===== src/rtl/cache_write_buffer_fifo.sv =====
// Multi-entry victim write buffer: queues dirty evicted lines and drains them
// to memory in push order, one beat at a time, with a line-address lookup port.
// Optional macro WB_COALESCE_EN: a push that matches a queued non-head line
// overwrites that line's data in place instead of allocating a new entry.
module cache_write_buffer_fifo #(
    parameter int unsigned ADDR_WIDTH = 64,
    parameter int unsigned DATA_WIDTH = 64,
    parameter int unsigned BANK_NUM   = 4,
    parameter int unsigned BEAT_BANKS = 2,
    parameter int unsigned DEPTH      = 4
) (
    input  logic                               clk,
    input  logic                               rstn,
    input  logic                               push_valid,
    output logic                               push_ready,
    input  logic [ADDR_WIDTH-1:0]              push_addr,
    input  logic [BANK_NUM*DATA_WIDTH-1:0]     push_data,
    output logic                               mem_valid,
    input  logic                               mem_ready,
    output logic [ADDR_WIDTH-1:0]              mem_addr,
    output logic [BEAT_BANKS*DATA_WIDTH-1:0]   mem_data,
    output logic                               mem_last,
    input  logic [ADDR_WIDTH-1:0]              lookup_addr,
    output logic                               lookup_hit,
    output logic [BANK_NUM*DATA_WIDTH-1:0]     lookup_data,
    output logic [$clog2(DEPTH):0]             count,
    output logic                               empty
);

    localparam int unsigned LINE_W   = BANK_NUM * DATA_WIDTH;
    localparam int unsigned BEAT_W   = BEAT_BANKS * DATA_WIDTH;
    localparam int unsigned BEATS    = BANK_NUM / BEAT_BANKS;
    localparam int unsigned BCNT_W   = (BEATS > 1) ? $clog2(BEATS) : 1;
    localparam int unsigned PTR_W    = $clog2(DEPTH);
    localparam int unsigned CNT_W    = PTR_W + 1;
    localparam int unsigned LINE_OFF = $clog2(LINE_W / 8);
    localparam int unsigned BEAT_OFF = $clog2(BEAT_W / 8);
    localparam logic [BCNT_W-1:0]     BEAT_MAX  = BCNT_W'(BEATS - 1);
    localparam logic [ADDR_WIDTH-1:0] LINE_MASK =
        ~((ADDR_WIDTH'(1) << LINE_OFF) - ADDR_WIDTH'(1));

    typedef enum logic {IDLE, SEND} state_t;

    state_t                   state_q, state_d;
    logic [PTR_W-1:0]         wr_ptr, rd_ptr;
    logic [BCNT_W-1:0]        beat_q;
    logic [CNT_W-1:0]         cnt_q, cnt_d;
    logic [DEPTH-1:0]         entry_valid;
    logic [ADDR_WIDTH-1:0]    entry_addr [DEPTH];
    logic [LINE_W-1:0]        entry_data [DEPTH];

    logic [ADDR_WIDTH-1:0]    push_line, lookup_line;
    logic                     push_fire, push_alloc, coal_hit, pop;
    logic [PTR_W-1:0]         lk_idx;

    assign push_line   = push_addr & LINE_MASK;
    assign lookup_line = lookup_addr & LINE_MASK;
    assign push_ready  = (cnt_q != CNT_W'(DEPTH));
    assign push_fire   = push_valid & push_ready;
    assign push_alloc  = push_fire & ~coal_hit;
    assign pop         = mem_valid & mem_ready & mem_last;
    assign count       = cnt_q;
    assign empty       = (cnt_q == '0);

`ifdef WB_COALESCE_EN
    logic [PTR_W-1:0] coal_idx;

    // Find a queued non-head entry holding the pushed line.
    always_comb begin
        coal_hit = 1'b0;
        coal_idx = '0;
        for (int i = 0; i < DEPTH; i++) begin
            if (entry_valid[i] && (entry_addr[i] == push_line) &&
                (PTR_W'(i) != rd_ptr)) begin
                coal_hit = 1'b1;
                coal_idx = PTR_W'(i);
            end
        end
    end
`else
    assign coal_hit = 1'b0;
`endif

    // Drain FSM next-state and beat-level handshake outputs.
    always_comb begin
        state_d   = state_q;
        mem_valid = (state_q == SEND);
        mem_last  = (state_q == SEND) && (beat_q == BEAT_MAX);
        cnt_d     = cnt_q + CNT_W'(push_alloc) - CNT_W'(pop);
        case (state_q)
            IDLE:    if (push_alloc) state_d = SEND;
            SEND:    if (pop && (cnt_d == '0)) state_d = IDLE;
            default: state_d = IDLE;
        endcase
    end

    // State, pointers, beat counter, occupancy and entry valid bits.
    always_ff @(posedge clk) begin
        if (!rstn) begin
            state_q     <= IDLE;
            wr_ptr      <= '0;
            rd_ptr      <= '0;
            beat_q      <= '0;
            cnt_q       <= '0;
            entry_valid <= '0;
        end else begin
            state_q <= state_d;
            cnt_q   <= cnt_d;
            if (mem_valid && mem_ready) begin
                beat_q <= mem_last ? '0 : beat_q + BCNT_W'(1);
            end
            if (pop) begin
                entry_valid[rd_ptr] <= 1'b0;
                rd_ptr              <= rd_ptr + PTR_W'(1);
            end
            if (push_alloc) begin
                entry_valid[wr_ptr] <= 1'b1;
                wr_ptr              <= wr_ptr + PTR_W'(1);
            end
        end
    end

    // Line address/data storage; validity is tracked separately so no reset is needed.
    always_ff @(posedge clk) begin
        if (push_alloc) begin
            entry_addr[wr_ptr] <= push_line;
            entry_data[wr_ptr] <= push_data;
        end
`ifdef WB_COALESCE_EN
        if (push_fire && coal_hit) begin
            entry_data[coal_idx] <= push_data;
        end
`endif
    end

    // Head beat presentation: beat-adjusted address and selected banks.
    always_comb begin
        mem_addr = entry_addr[rd_ptr] + (ADDR_WIDTH'(beat_q) << BEAT_OFF);
        mem_data = '0;
        for (int b = 0; b < BEATS; b++) begin
            if (beat_q == BCNT_W'(b)) begin
                mem_data = entry_data[rd_ptr][b*BEAT_W +: BEAT_W];
            end
        end
    end

    // Lookup scans oldest to youngest so the youngest match wins.
    always_comb begin
        lookup_hit  = 1'b0;
        lookup_data = '0;
        lk_idx      = '0;
        for (int i = 0; i < DEPTH; i++) begin
            lk_idx = rd_ptr + PTR_W'(i);
            if (entry_valid[lk_idx] && (entry_addr[lk_idx] == lookup_line)) begin
                lookup_hit  = 1'b1;
                lookup_data = entry_data[lk_idx];
            end
        end
    end

endmodule


===== config.mk =====
export PLATFORM = sky130hd
export DESIGN_NAME = cache_write_buffer_fifo
export DESIGN_NICKNAME = d
export VERILOG_FILES = /design/src/rtl/cache_write_buffer_fifo.sv
export SDC_FILE = /design/constraint.sdc
export NUM_CORES = 2
export LEC_CHECK = 0
export CELL_PAD_IN_SITES_DETAIL_PLACEMENT = 1
export CELL_PAD_IN_SITES_GLOBAL_PLACEMENT = 2
export CORE_UTILIZATION = 41
export DETAILED_ROUTE_END_ITERATION = 7
export GPL_ROUTABILITY_DRIVEN = 0
export PLACE_DENSITY = 0.9
export SYNTH_ARGS = -nofsm -noshare
export SYNTH_HDL_FRONTEND = slang
export SYNTH_SLANG_ARGS = --single-unit

===== constraint.sdc =====
create_clock -name clk -period 11.9 [get_ports clk]
set_input_delay 2.38 -clock clk [delete_from_list [all_inputs] [get_ports clk]]
set_output_delay 2.38 -clock clk [all_outputs]
set_load 0.03 [all_outputs]

==> run metrics <==
status=complete, but fails checks; failing checks=design-rule violations; Initial Utilization=0.413; IO Count=844; Max Slew Vio Count=0; Detail Placement HPWL=189 mm; final core occ=0.488; drt pass-1 iters=8; Die H=445 um; critical path required time=9.52 ns; slew margin rel.=0.0962; DR WL/cell=roughly 31 um; post-synthesis sequential area ratio=0.474; CTS buffer count=149; largest net degree at the start of global routing=294; RSZ-0062 raised after global routing=no; CTS root buf=clkbuf_16; warnings from Yosys=0; GRT Total Usage=0.281; combinational share of power=0.226; Worst-path clk slew=0.05 ns; Longest Clk Path Bufs=3; switching share of power=0.305; CTS H-tree depth=4; Leak Pwr=26.7 nW; fill count=between 15000 and 20000; flops & latches, synth=1275; FF/Latch Area=38200 um2; CTS tree=built; Vias per Instance=roughly 6.5; Die Wd=445 um; MaxCap Viol Count=0; commonest register cell after synthesis=edfxtp_1; Arr. time, crit path=9.22 ns; Mean Syn Cell Area=13.6 um2; share of cells above drive strength 1=0.228; most instantiated library cell after synthesis=edfxtp_1; area of the multi-input gates=39400 um2; wire length on met3=23.8 mm; min Tclk post-route=11.60 ns; Post-synth ARST share=0; met2 WL post-DR=136 mm; 1st-iter DRT viols=5992; Commonest cells post-synth=edfxtp_1, mux4_2, mux2i_1; HP Start=entry_valid[0]$_SDFF_PN0_; cell taking the most area after synthesis=edfxtp_1; cell area power density=140 nW/um2; final setup vio count=0; measured slew at the worst slew-check pin=roughly 1.4 ns; row count=between 150 and 200; post-CTS setup buffers=0; Port Buffers=around 830; Worst Hold Class=register to register; sw power=0.00408 W; Critical Path End Type=output pin; Max VDD drop=roughly 0.16 mV; R2R Path Start=rd_ptr[1]$_SDFFE_PN0P_; CTS Hold Buffers Added=0; Worst setup startpoint=rd_ptr[1]$_SDFFE_PN0P_; Tcrit/Tclk final=0.975; Top Metal Used=met5; # DRC=20; top post-synthesis cells by area=edfxtp_1, mux4_2, mux2i_1; antenna violations before repair=92; Yosys top cell area share=0.470; synth unique cells=78; Detailed Route WL=approximately 290 mm; Worst-Skew Late Latency=0.82 ns; Post-synth EDFFs=about 1300; worst-path fanout max=127; endpoints failing hold=0; Layout area overhead=18.2%; Final Net Count=6781; setup_tns=0 ns; total die area=198000 um2; clk sinks=1275; Resized Gates After CTS=0; CP Launch Type=register; final setup skew=0.0358 ns; Detail Route Antenna Nets=0; Syn Inst Count=5905; Core ar.=~190000 um2; sequential power share=0.441; gr ovfl total=0; Vias=59500; wl on met1=106 mm; global-route wire length before repair=417 mm; clock share of power=0.333; Setup CP Type=register to output pin; Int Pwr=0.00929 W; FMAX=0.0862 GHz; vias in the first global route=~61000; Syn Std Cell Area=80500 um2
-- power by group through the flow --
| stage | combinational (W) | clock [W] | sequential (W) |
|---|---|---|---|
| 3_3_place_gp | 0.00294 | 0 | 0.00590 |
| 6_report | 0.00303 | 0.00445 | 0.00589 |
| 2_1_floorplan | 0.00180 | 0 | 0.00605 |
| 5_1_grt | 0.00315 | 0.00469 | 0.00594 |
| 3_5_place_dp | 0.00299 | 0 | 0.00597 |
| 4_1_cts | 0.00301 | 0.00454 | 0.00588 |
-- per-layer routing --
metal	up-vias	track usage
li1	25100	-
met1	31000	0.340
met2	2715	0.451
met3	746	0.0621
met4	46	0.189
met5	-	0
-- critical path, stage by stage (launching register included) --
cell             delay [ns]
dfxtp_4                0.74
clkinv_1               0.88
ha_4                   1.08
mux4_2                 0.60
xnor2_1                0.71
nand4_1                0.39
a211oi_1               0.39
nor4b_2                0.35
and4_4                 0.51
o211ai_1               0.25
buf_4                  0.22
buf_12                 0.18
o221ai_1               0.71
clkdlybuf4s50_1        0.88
-- per-stage QoR --
| stage | instance area, um2 | worst slack (ns) | hold slack (ns) | cells | total power (W) |
|---|---|---|---|---|---|
| floorplan | 80500 | 1.60 | 0.619 | 5908 | 0.00785 |
| global placement | 90300 | 1.59 | 0.639 | 8854 | 0.00883 |
| detailed placement | 90300 | 1.60 | 0.651 | 8854 | 0.00896 |
| CTS | 95000 | 0.740 | 0.661 | 9123 | 0.0134 |
| global route | 95200 | 0.480 | 0.695 | 9185 | 0.0138 |
| finish | 95200 | 0.303 | 0.662 | 9198 | 0.0134 |
-- path summary, 6_finish.rpt --
kind                                                   to  slack (ns)  cells past startpoint
worst max-delay path                      lookup_data[19]        0.30                     13
worst min-delay path            entry_valid[0]$_SDFF_PN0_        0.66                      2
worst max register to register                   register        8.02                      6
worst min register to register  entry_valid[0]$_SDFF_PN0_        0.66                      2
-- layout make-up --
cell class / count / area share
Inverter: 35 / 0.00138
Clock buffer: 195 / 0.0412
Sequential cell: 1275 / 0.401
Tap cell: 2624 / 0.0345
Multi-Input combinational cell: 3999 / 0.414
Antenna cell: 74 / 0.00194
Clock inverter: 74 / 0.00822
Timing Repair Buffer: 922 / 0.0985
-- state kept, by name, indices dropped and copies added, names as in the netlist, named ones only --
register     cells
entry_data    1024
entry_addr     236
entry_valid      4
count            3
rd_ptr           2
wr_ptr           2
beat_q           1
mem_valid        1
-- cell families after synthesis --
family                   count (synthesis)  synth area share
AO/OA/AOI/OAI                         1100            0.0993
XOR/XNOR                               170            0.0185
multiplexers                          1616             0.307
flip-flops                            1275             0.474
other                                    1         0.0000466
buffers and inverters                  634            0.0382
adder cells (fa/ha/maj)                 11           0.00180
AND/OR/NAND/NOR                       1098            0.0612
-- cell usage in the layout (no fill, tap or decap), types with 6 or more instances in the layout --
cell,instances
mux2_2,403
o21a_1,6
inv_1,33
buf_4,61
nand2_1,552
a221oi_2,119
mux2i_1,566
nor4_1,15
a22oi_1,12
a21oi_1,29
nor3_1,136
clkinv_2,18
diode_2,74
nor2_1,47
bufinv_16,7
o221ai_1,137
a221oi_1,19
clkbuf_1,44
nand4_1,32
clkinv_1,27
o211ai_1,10
a211oi_1,135
o21ai_0,540
dfxtp_1,10
xnor2_1,142
a2111oi_0,7
and2_1,11
clkdlybuf4s50_1,829
nand3_1,268
xor2_1,28
o2111ai_1,7
edfxtp_1,1260
a2bb2oi_1,8
o22ai_1,26
buf_12,31
clkbuf_16,149
ha_1,9
mux4_2,644
(Power assumes the default switching activity.)
